### config.mk
export PLATFORM = sky130hd
export DESIGN_NAME = rr_arbiter32
export DESIGN_NICKNAME = d
export VERILOG_FILES = /design/src/rtl/rr_arbiter32.sv
export SDC_FILE = /design/constraint.sdc
export NUM_CORES = 1
export LEC_CHECK = 0
export ABC_CLOCK_PERIOD_IN_PS = 6200
export BUFFER_PORTS_ARGS = -buffer_cell sky130_fd_sc_hd__buf_2
export CAP_MARGIN = 25
export CELL_PAD_IN_SITES_DETAIL_PLACEMENT = 0
export CELL_PAD_IN_SITES_GLOBAL_PLACEMENT = 1
export CORE_MARGIN = 5
export CORE_UTILIZATION = 47
export CTS_BUF_LIST = sky130_fd_sc_hd__clkbuf_4
export CTS_CLUSTER_SIZE = 40
export DETAILED_ROUTE_END_ITERATION = 10
export HOLD_SLACK_MARGIN = 0.12
export PLACE_DENSITY = 0.82
export SLEW_MARGIN = 30
export SYNTH_ARGS = -nofsm -noshare
export SYNTH_HDL_FRONTEND = slang
export SYNTH_SLANG_ARGS = --single-unit
### constraint.sdc
create_clock -name clk -period 6.2 [get_ports clk]
set_input_delay 0.31 -clock clk [delete_from_list [all_inputs] [get_ports clk]]
set_output_delay 0.31 -clock clk [all_outputs]
set_load 0.02 [all_outputs]
### src/rtl/rr_arbiter32.sv
// Round-robin arbiter with per-grant watchdog.
// The search starts at the rotating pointer. A grant is held until the owner
// pulses done or the watchdog expires. At least one IDLE cycle separates any
// two grants.
module rr_arbiter32 #(
   parameter int N   = 32,
   parameter int IDW = 5,
   parameter int TMO = 255
) (
   input  logic           clk,
   input  logic           rst,
   input  logic           en,
   input  logic [N-1:0]   req,
   input  logic           done,
   output logic [N-1:0]   gnt,
   output logic [IDW-1:0] gnt_id,
   output logic           gnt_valid,
   output logic           timeout
);

   typedef enum logic {IDLE = 1'b0, BUSY = 1'b1} state_t;

   localparam logic [IDW:0]   N_W    = (IDW+1)'(N);
   localparam logic [IDW-1:0] LAST   = IDW'(N-1);
   localparam logic [15:0]    TMO_M1 = 16'(TMO-1);

   state_t           r_state;
   logic [IDW-1:0]   r_ptr;
   logic [15:0]      r_cnt;
   logic [N-1:0]     r_gnt;
   logic [IDW-1:0]   r_gnt_id;
   logic             r_gnt_valid;
   logic             r_timeout;

   state_t           w_state_next;
   logic [IDW-1:0]   w_ptr_next;
   logic [15:0]      w_cnt_next;
   logic [N-1:0]     w_gnt_next;
   logic [IDW-1:0]   w_gnt_id_next;
   logic             w_gnt_valid_next;
   logic             w_timeout_next;

   logic [2*N-1:0]   w_req_dbl;
   logic [N-1:0]     w_req_rot;
   logic [IDW-1:0]   w_off;
   logic [IDW:0]     w_sum;
   logic [IDW:0]     w_wrap;
   logic [IDW-1:0]   w_win;
   logic [IDW-1:0]   w_ptr_after;

   // Rotate the requests so that bit 0 corresponds to the pointer position.
   assign w_req_dbl = {req, req};
   assign w_req_rot = w_req_dbl[N-1:0] == '0 ? '0 : N'(w_req_dbl >> r_ptr);

   // Lowest set bit of the rotated vector is the offset of the winner from ptr.
   always_comb begin
      w_off = '0;
      for (int i = N - 1; i >= 0; i--) begin
         if (w_req_rot[i]) w_off = IDW'(i);
      end
   end

   // Undo the rotation: the winner is ptr + offset, modulo N.
   assign w_sum       = {1'b0, r_ptr} + {1'b0, w_off};
   assign w_wrap      = (w_sum >= N_W) ? (w_sum - N_W) : w_sum;
   assign w_win       = w_wrap[IDW-1:0];
   assign w_ptr_after = (r_gnt_id == LAST) ? '0 : r_gnt_id + 1'b1;

   // Next-state logic: grant from IDLE, release on done or watchdog expiry.
   always_comb begin
      w_state_next     = r_state;
      w_ptr_next       = r_ptr;
      w_cnt_next       = r_cnt;
      w_gnt_next       = r_gnt;
      w_gnt_id_next    = r_gnt_id;
      w_gnt_valid_next = r_gnt_valid;
      w_timeout_next   = 1'b0;
      case (r_state)
         IDLE: begin
            if (en && (req != '0)) begin
               w_state_next     = BUSY;
               w_gnt_next       = {{(N-1){1'b0}}, 1'b1} << w_win;
               w_gnt_id_next    = w_win;
               w_gnt_valid_next = 1'b1;
               w_cnt_next       = '0;
            end
         end
         BUSY: begin
            // done wins over a simultaneous watchdog expiry
            if (done || (r_cnt == TMO_M1)) begin
               w_state_next     = IDLE;
               w_ptr_next       = w_ptr_after;
               w_gnt_next       = '0;
               w_gnt_id_next    = '0;
               w_gnt_valid_next = 1'b0;
               w_cnt_next       = '0;
               w_timeout_next   = ~done;
            end else begin
               w_cnt_next = r_cnt + 16'd1;
            end
         end
         default: begin
            w_state_next = IDLE;
         end
      endcase
   end

   // State and registered outputs; reset overrides everything.
   always_ff @(posedge clk) begin
      if (rst) begin
         r_state     <= IDLE;
         r_ptr       <= '0;
         r_cnt       <= '0;
         r_gnt       <= '0;
         r_gnt_id    <= '0;
         r_gnt_valid <= 1'b0;
         r_timeout   <= 1'b0;
      end else begin
         r_state     <= w_state_next;
         r_ptr       <= w_ptr_next;
         r_cnt       <= w_cnt_next;
         r_gnt       <= w_gnt_next;
         r_gnt_id    <= w_gnt_id_next;
         r_gnt_valid <= w_gnt_valid_next;
         r_timeout   <= w_timeout_next;
      end
   end

   assign gnt       = r_gnt;
   assign gnt_id    = r_gnt_id;
   assign gnt_valid = r_gnt_valid;
   assign timeout   = r_timeout;

endmodule

==> metrics.txt, run 1 <==
status=finished, final reports clean; I/O Buffers=74; routed length per instance=22.0 um; Die H=134 um; Die W=134 um; worst-case clock skew=0.0124 ns; Final TNS setup=0 ns; grt total ovfl=0; CTS buffer count=9; CP Depth=19; Total Power=1.06 mW; initial DRC count=962; Period minus WS final=about 5.7 ns; Critical Path RT=6.54 ns; Via Count=7258; Area Overhead vs Synth=8.29%; Setup crit start kind=flop; die area=17900 sq um; number of synthesized flops with an enable pin=0; WHS Path Cells=2; gpl congestion=0.957; clk_lat worst skew=0.42 ns; DRT antenna net count=0; placement-stage worst setup slack=0.539 ns; top-area cell type share of the netlist area=0.250; Ports=75; H-tree levels=3; PD cells=136 nW/um^2; CP Cell Sequence=buf_4 -> mux4_2 -> mux4_2 -> mux2i_1 -> nand2_1 -> a311o_1 -> nor3_1 -> nor2_1 -> nor3b_1 -> ha_1 -> inv_1 -> fa_1 -> nor2b_1 -> o21ai_0 -> nand2b_1 -> xnor2_1 -> nand2_1 -> or2_2 -> o211ai_1; Top delay family on crit path=simple AND/OR/NAND/NOR gates; Post-Syn Area per Cell=8.58 sq um; Crit Path Max Fanout=28; net count after synthesis=886; Seq/Total Area, Yosys=0.169; Worst Setup End Kind=flop; Initial Util=0.476; Post-CTS Setup Repair Bufs=0; RR Startpoint=r_ptr[1]$_SDFFE_PP0P_; final instance area=7810 sq um; endpoints failing hold=0; clk sinks=61; diode count=0; CP max stage delay=about 0.68 ns; drc violations=0; setup ws final=0.540 ns; Hold WS=about 0.33 ns; vias per cell=6.77; FF-to-FF End=gnt[4]$_SDFFE_PP0P_; FF+latch count, synth=61; CP max stage cell=dfxtp_4; Unique masters post-synth=69; Pre-antenna DRT Iters=5; MaxCap Viol Count=0; Post-synth ARST share=0; Primary FF master, synth=dfxtp_1; CTS Buffer Depth=2; GRT Util Overall=0.259; WS Path Type=reg2reg; final period utilization=0.913; Total Routed Length=23600 um; first-pass GRT wire length=37800 um; row count=45; Core ar.=15100 sq um; Buf/Inv on CP=2; static leakage=2.90 nW; worst-margin pin slew=~0.86 ns; Root Driver=clkbuf_4; largest net degree at the start of global routing=53; Clock Pin Slew Worst Setup and Hold Paths=roughly 0.11 ns; Setup violations, final=0; Area contributors post-synth=mux4_2 (25%), dfxtp_1 (17%), mux2i_1 (9.3%); Fmax=177 MHz; Final #Nets=slightly above 900; Final Max Tran Viols=0; Cells after Synth=841; synthesis warning total=0; vias in the first global route=6916; unrepaired setup endpoints after global routing=no; Worst VDD drop=0.0752 mV; CP arrival=6.00 ns; layout cells sized above 1=0.259; initial antenna violation count=0; area leader, netlist=mux4_2; Worst setup endpoint=gnt[4]$_SDFFE_PP0P_; Critical path origin=r_ptr[1]$_SDFFE_PP0P_; r2r setup slk=0.54 ns; Register-to-Register Path Depth=19; TritonCTS clock tree=built; slew margin rel.=0.418; placed cell area=7660 sq um; synthesized cell area=7210 sq um; Hold Crit Class=in2reg; post-DP HPWL=about 18000 um
## placed cells by master, fill, tap and decap left out, types with 6 or more instances in the layout
| cell type | instances |
|---|---|
| inv_1 | 6 |
| nor2_1 | 86 |
| nor3_1 | 17 |
| and2_1 | 10 |
| mux4_2 | 80 |
| o21ai_1 | 30 |
| nand4_1 | 6 |
| and3_1 | 6 |
| nor4_1 | 15 |
| ha_1 | 8 |
| clkbuf_4 | 9 |
| buf_4 | 16 |
| nand2b_1 | 6 |
| mux2i_1 | 67 |
| o21ai_0 | 27 |
| o211ai_1 | 11 |
| nor3b_1 | 6 |
| dfxtp_1 | 57 |
| buf_2 | 74 |
| mux2_2 | 18 |
| nand3_1 | 98 |
| a21oi_1 | 32 |
| nand2_1 | 100 |
## flip-flops by register name (all words and copies together) (netlist names)
register,count
gnt_valid,1
gnt_id,5
r_state,1
gnt,32
r_ptr,5
r_cnt,16
timeout,1
## worst reg2reg max path, delay by kind of cell, from the launching register on
kind | cells | cell delay (ns)
multiplexers | 3 | 1.42
XOR/XNOR | 1 | 0.25
flip-flops | 1 | 0.68
adder cells (fa/ha/maj) | 2 | 0.64
buffers and inverters | 2 | 0.39
AO/OA/AOI/OAI | 3 | 0.61
AND/OR/NAND/NOR | 8 | 1.61
## kinds of logic after synthesis
| family | after synthesis | synth area share |
|---|---|---|
| flip-flops | 61 | 0.169 |
| buffers and inverters | 74 | 0.0500 |
| AND/OR/NAND/NOR | 375 | 0.251 |
| adder cells (fa/ha/maj) | 9 | 0.0167 |
| multiplexers | 167 | 0.376 |
| XOR/XNOR | 8 | 0.00971 |
| AO/OA/AOI/OAI | 147 | 0.127 |
## worst min path at each step
stage                                 from                endpoint  slack [ns]
floorplan                             done      timeout$_SDFF_PP0_        0.39
global placement      gnt[31]$_SDFFE_PP0P_    gnt[31]$_SDFFE_PP0P_        0.43
detailed placement  gnt_valid$_SDFFE_PP0P_  gnt_valid$_SDFFE_PP0P_        0.44
CTS                                    rst   r_cnt[3]$_SDFFE_PP0P_        0.30
global route                           rst  r_cnt[14]$_SDFFE_PP0P_        0.30
finish                                 rst   r_cnt[3]$_SDFFE_PP0P_        0.33
## cells in the mapped netlist (4+ instances only)
| cell | count |
|---|---|
| nand2_1 | 100 |
| nand3_1 | 98 |
| nor2_1 | 86 |
| mux4_2 | 80 |
| mux2i_1 | 67 |
| dfxtp_1 | 61 |
| a21oi_1 | 33 |
| clkbuf_1 | 32 |
| o21ai_1 | 30 |
| o21ai_0 | 27 |
| mux2_2 | 18 |
| nor3_1 | 17 |
| nor4_1 | 15 |
| buf_1 | 14 |
| o211ai_1 | 11 |
| and2_1 | 10 |
| buf_2 | 9 |
| buf_6 | 9 |
| ha_1 | 8 |
| and3_1 | 6 |
| inv_1 | 6 |
| nand2b_1 | 6 |
| nand4_1 | 6 |
| nor3b_1 | 6 |
| a211oi_1 | 5 |
| nor2b_1 | 5 |
| a21o_1 | 4 |
| xnor2_1 | 4 |
| xor2_1 | 4 |
## through the flow
stage	util	std cells
2_1_floorplan	-	841
3_3_place_gp	0.506	1055
3_5_place_dp	0.506	1055
4_1_cts	0.515	1072
5_1_grt	0.516	1072
6_report	0.516	1072
## routing by layer
layer	GRT usage	routed length, um	part of all wire
met5	0	0	0
met1	0.373	10100	0.43
met4	0.0720	580	0.025
met2	0.397	10700	0.45
met3	0.0536	2190	0.093
## timing repair
item | in CTS | in global routing
resized for setup | 0 | 1
hold buffers | 1 | 0
hold endpoints to repair | 1 | 0
endpoints found under the setup margin | 0 | 7
## where the power goes
group / switching [mW] / internal, mW / leakage, nW
Combinational: 0.227 / 0.153 / 2.34
Sequential: 0.0105 / 0.397 / 0.495
Clock: 0.156 / 0.120 / 0.0697
## final cells by class
type                       count  area, sq um
multi-input combinational    706         5660
timing repair buffer          92          520
fill                        1465         7340
clock buffer                   9         67.6
tap                          188          235
inverter                       9         33.8
clock inverter                 7         65.1
sequential                    61         1230
Power figures use the tool's default switching activity.
==> run 2, diff against run 1 <==
Settings changed: BUFFER_PORTS_ARGS -buffer_cell sky130_fd_sc_hd__buf_2 to -buffer_cell sky130_fd_sc_hd__buf_4, CAP_MARGIN 25 to 20, TNS_END_PERCENT set to 1.
==> run 2 against run 1 <==
  * Non-clock buffer count fell by 1
  * Critical path type unchanged
  * Via count rose by 0.39%
  * Worst hold slack got worse by 0.082 ns
==> metrics.txt, run 2 (same netlist as run 1, synthesis figures left out) <==
status=finished, final reports clean; WHS Endpoint=r_cnt[3]$_SDFFE_PP0P_; r2r setup slk=~0.48 ns; Die W=between 100 and 150 um; diode count=0; largest net degree at the start of global routing=53; post-DP HPWL=17700 um; CTS Buffer Depth=2; Worst VDD drop=roughly 0.09 mV; FF-to-FF End=gnt[2]$_SDFFE_PP0P_; hold-fix buffers at CTS=1; grt total ovfl=0; grt met3 use=0.0540; final period utilization=0.923; Area Overhead vs Synth=10.0%; unrepaired setup endpoints after global routing=no; final instance area=7940 sq um; Die H=134 um; routed length per instance=22.4 um; Final Max Tran Viols=0; Ports=75; slew margin rel.=0.397; I/O Buffers=74; first-pass GRT wire length=roughly 39000 um; worst-margin pin slew=0.895 ns; Worst Setup End Kind=flop; Fmax=175 MHz; worst-case clock skew=0.0233 ns; CP arrival=approximately 6.0 ns; Setup crit start kind=flop; CP max stage delay=0.80 ns; static leakage=2.90 nW; WS Path Type=reg2reg; layout cells sized above 1=0.254; Total Routed Length=24000 um; GRT Max-Usage Layer=met2; TritonCTS clock tree=built; clk sinks=61; setup ws final=0.476 ns; Pre-antenna DRT Iters=5; row count=45; GR met1 Demand/Resource=0.385; Crit Path Max Fanout=29; Clock Pin Slew Worst Setup and Hold Paths=roughly 0.12 ns; H-tree levels=3; met2 Usage GRT=0.410; endpoints failing hold=0; commonest non-fill, non-tap cells in the layout=nand2_1 (100), nand3_1 (98), buf_4 (90); drc violations=0; initial antenna violation count=0; # resized after CTS=0; Via Count=7286; Root Driver=clkbuf_4; GRT Util Overall=0.268; Switching Share=0.380; Period minus WS final=between 5 and 6 ns; Final #Nets=between 900 and 1000; most common cell after layout, fill and taps aside=nand2_1; gpl congestion=slightly above 1; Clk pwr share=0.222; placement-stage worst setup slack=0.614 ns; MaxCap Viol Count=0; DRT antenna net count=0; Hold Crit Class=in2reg; Top delay family on crit path=multiplexers; die area=~18000 sq um; Reg power frac=0.399; vias per cell=6.81; CTS buffer count=9; Gate power share=0.379; initial DRC count=888; RR Startpoint=r_ptr[0]$_SDFFE_PP0P_; P_sw=388 uW; Initial Util=0.476; PD cells=129 nW/um^2; CP Cell Sequence=mux4_2 -> mux2i_1 -> mux4_2 -> nor4b_1 -> o21ai_0 -> o21ba_2 -> o31a_1 -> a211oi_1 -> ha_1 -> nor2b_1 -> o21ai_0 -> nand2b_1 -> xnor2_1 -> nand2_1 -> or2_2 -> o211ai_1; hold_sp=rst; placed cell area=7830 sq um; clk_lat worst skew=approximately 0.42 ns; CP max stage cell=dfxtp_2; Total Power=~1.0 mW; Buf/Inv on CP=0; Pint=633 uW; vias in the first global route=around 7000; WHS Path Cells=2; Critical Path RT=6.51 ns; max reg flops=32; Final TNS setup=0 ns; Register-to-Register Path Depth=16; Core ar.=roughly 15000 sq um; Post-CTS Setup Repair Bufs=0; Setup violations, final=0
## run 2: changes by cell type in the layout (fill, tap and decap cells not counted), sizes merged
cell and delta:
buf -1, bufinv -1, clkinv +1, inv -1
## run 2: how the worst max path moves through the flow
stage	start	to	slack [ns]	cells past startpoint
after floorplan	r_ptr[3]$_SDFFE_PP0P_	gnt[4]$_SDFFE_PP0P_	1.56	21
after global placement	r_ptr[0]$_SDFFE_PP0P_	gnt[4]$_SDFFE_PP0P_	0.61	16
after detailed placement	r_ptr[0]$_SDFFE_PP0P_	gnt[2]$_SDFFE_PP0P_	0.61	16
after CTS	r_ptr[0]$_SDFFE_PP0P_	gnt[2]$_SDFFE_PP0P_	0.53	16
after global routing	r_ptr[1]$_SDFFE_PP0P_	gnt[2]$_SDFFE_PP0P_	0.05	17
final	r_ptr[0]$_SDFFE_PP0P_	gnt[2]$_SDFFE_PP0P_	0.48	16
## run 2: layer usage
metal	part of all wire	vias up	wire, um
met5	0	-	0
met4	0.032	0	765
met3	0.10	62	2470
met2	0.45	478	10700
met1	0.42	3459	10100
li1	-	3287	-
## run 2: power by group through the flow
stage / sequential, mW / clock, mW / combinational (mW)
2_1_floorplan: 0.414 / 0 / 0.250
3_3_place_gp: 0.416 / 0 / 0.374
3_5_place_dp: 0.416 / 0 / 0.376
5_1_grt: 0.409 / 0.251 / 0.413
4_1_cts: 0.407 / 0.235 / 0.378
6_report: 0.407 / 0.226 / 0.387
## run 2: metrics by stage
step                hold slack (ns)  cells  utilization
detailed placement            0.447   1054        0.517
global placement              0.436   1054        0.517
CTS                           0.219   1070        0.524
floorplan                     0.389    841            -
global route                  0.233   1070        0.524
finish                        0.243   1070        0.524
## run 2: layout make-up
cell class | instances | area (sq um)
clock inverters | 6 | 31.3
flip-flops and latches | 61 | 1230
fillers | 1421 | 7210
inverters | 9 | 33.8
multi-input cells | 706 | 5650
clock buffers | 9 | 67.6
well taps | 188 | 235
repair buffers | 91 | 686
==> run 3, diff against run 2 <==
Settings changed: ABC_CLOCK_PERIOD_IN_PS 6200 to 5500, RECOVER_POWER set to 25.
Clock period 6.2 ns to 5.5 ns, I/O delays scaled along.
==> run 3 against run 2 <==
  * Clock skew is 0.0027 ns lower
  * Setup slack worse by 0.17 ns
  * Fmax up 10%
  * Sequential cell count stayed put
==> metrics.txt, run 3 (same netlist as run 1, synthesis figures left out) <==
status=finished, final reports clean; final instance area=8120 sq um; initial DRC count=approximately 1000; CP Cell Sequence=buf_4 -> mux4_2 -> mux2i_1 -> o21ai_0 -> a22oi_1 -> o2111ai_1 -> a311o_1 -> a311o_1 -> nor3b_2 -> ha_1 -> inv_1 -> fa_1 -> nor2b_1 -> o21ai_0 -> nand2b_1 -> xnor2_2 -> nand2_1 -> or2_2 -> o211ai_1; GR met1 Demand/Resource=0.381; grt total ovfl=0; max reg flops=32; Clock Pin Slew Worst Setup and Hold Paths=0.12 ns; WS Path Type=reg2reg; placement-stage worst setup slack=0.174 ns; largest net degree at the start of global routing=42; Reg area=about 1200 sq um; hold_sp=rst; Ports=75; CP max stage cell=mux2i_1; routed length per instance=22.4 um; Post-Route Utilization=0.536; Layout fillers=about 1400; most common cell after layout, fill and taps aside=nand2_1; row count=45; Area Overhead vs Synth=12.5%; worst-margin pin slew=0.926 ns; vias in the first global route=around 7000; Pint=825 uW; Crit Path Max Fanout=8; Layout Cells excl Fill=approximately 1100; P_sw=458 uW; Multi-input gate area=~5700 sq um; CTS buffer count=9; TritonCTS clock tree=built; Critical Path RT=5.82 ns; Via Count=between 7000 and 8000; static leakage=2.93 nW; clk sinks=61; Hold WS=0.208 ns; post-DP HPWL=18100 um; final period utilization=0.944; Initial Util=0.476; Setup crit start kind=flop; Core ar.=approximately 15000 sq um; RR Startpoint=r_ptr[1]$_SDFFE_PP0P_; commonest non-fill, non-tap cells in the layout=nand2_1 (98), nand3_1 (96), nor2_1 (86); slew margin rel.=0.376; initial antenna violation count=0; GRT Max-Usage Layer=met2; met2 Usage GRT=0.407; placed insts=roughly 1100; MaxCap Viol Count=0; placed cell area=7950 sq um; worst-case clock skew=0.0206 ns; Die W=134 um; gpl congestion=0.963; layout cells sized above 1=0.256; CP arrival=5.52 ns; Final TNS setup=0 ns; DRT antenna net count=0; Root Driver=clkbuf_4; Total Power=1.28 mW; diode count=0; Period minus WS final=5.19 ns; Gate power share=0.356; Reg power frac=0.355; Pre-antenna DRT Iters=7; Fmax=around 190 MHz; endpoints failing hold=0; drc violations=0; grt met3 use=0.0660; Final Max Tran Viols=0; unrepaired setup endpoints after global routing=no; setup ws final=0.309 ns; CP max stage delay=0.61 ns; die area=17900 sq um; GRT Util Overall=0.269; Worst Setup End Kind=flop; H-tree levels=3; I/O Buffers=74; Total Routed Length=~24000 um; Setup violations, final=0; Switching Share=0.357; Worst VDD drop=0.130 mV; Clk pwr share=0.289; Critical path origin=r_ptr[1]$_SDFFE_PP0P_; Final #Nets=939; CTS Buffer Depth=2; Hold Crit Class=in2reg; clk_lat worst skew=0.42 ns; vias per cell=6.84; Die H=about 130 um; PD cells=158 nW/um^2; first-pass GRT wire length=38600 um
-- run 3: final timing paths --
check / to / cells after the start / slack [ns]
max: gnt[2]$_SDFFE_PP0P_ / 19 / 0.31
min: r_cnt[3]$_SDFFE_PP0P_ / 2 / 0.21
max reg2reg: gnt[2]$_SDFFE_PP0P_ / 19 / 0.31
min reg2reg: gnt_valid$_SDFFE_PP0P_ / 1 / 0.46
-- run 3: power groups by stage --
stage	Sequential (mW)	Clock (mW)	Combinational, mW
finish	0.456	0.371	0.457
global route	0.457	0.405	0.487
CTS	0.456	0.380	0.440
detailed placement	0.467	0	0.438
global placement	0.466	0	0.435
floorplan	0.467	0	0.281
-- run 3: cell type report --
cell class,instances,area share
flip-flops and latches,61,0.152
clock buffers,10,0.00925
clock inverters,6,0.0106
well taps,188,0.0290
inverters,9,0.00416
repair buffers,107,0.0928
multi-input cells,706,0.702
-- run 3: timing repair --
action | CTS | global route
hold endpoints to repair | 1 | 0
setup endpoints to repair | 0 | 33
hold buffers | 1 | 0
buffers inserted | 0 | 5
gates resized for setup | 0 | 11
-- run 3: per-layer routing --
| layer | up-vias | wire (um) | share of wire |
|---|---|---|---|
| met1 | 3603 | 10100 | 0.41 |
| met2 | 450 | 11100 | 0.45 |
| met4 | 0 | 685 | 0.028 |
| met5 | - | 0 | 0 |
| met3 | 58 | 2520 | 0.10 |
| li1 | 3324 | - | - |
-- run 3: worst max-delay path, delay by kind of cell, from the launching register on --
kind,cells,cell delay (ns)
AO/OA/AOI/OAI,7,1.59
multiplexers,2,1.16
AND/OR/NAND/NOR,5,0.90
adder cells (fa/ha/maj),2,0.44
flip-flops,1,0.43
XOR/XNOR,1,0.31
buffers and inverters,2,0.24
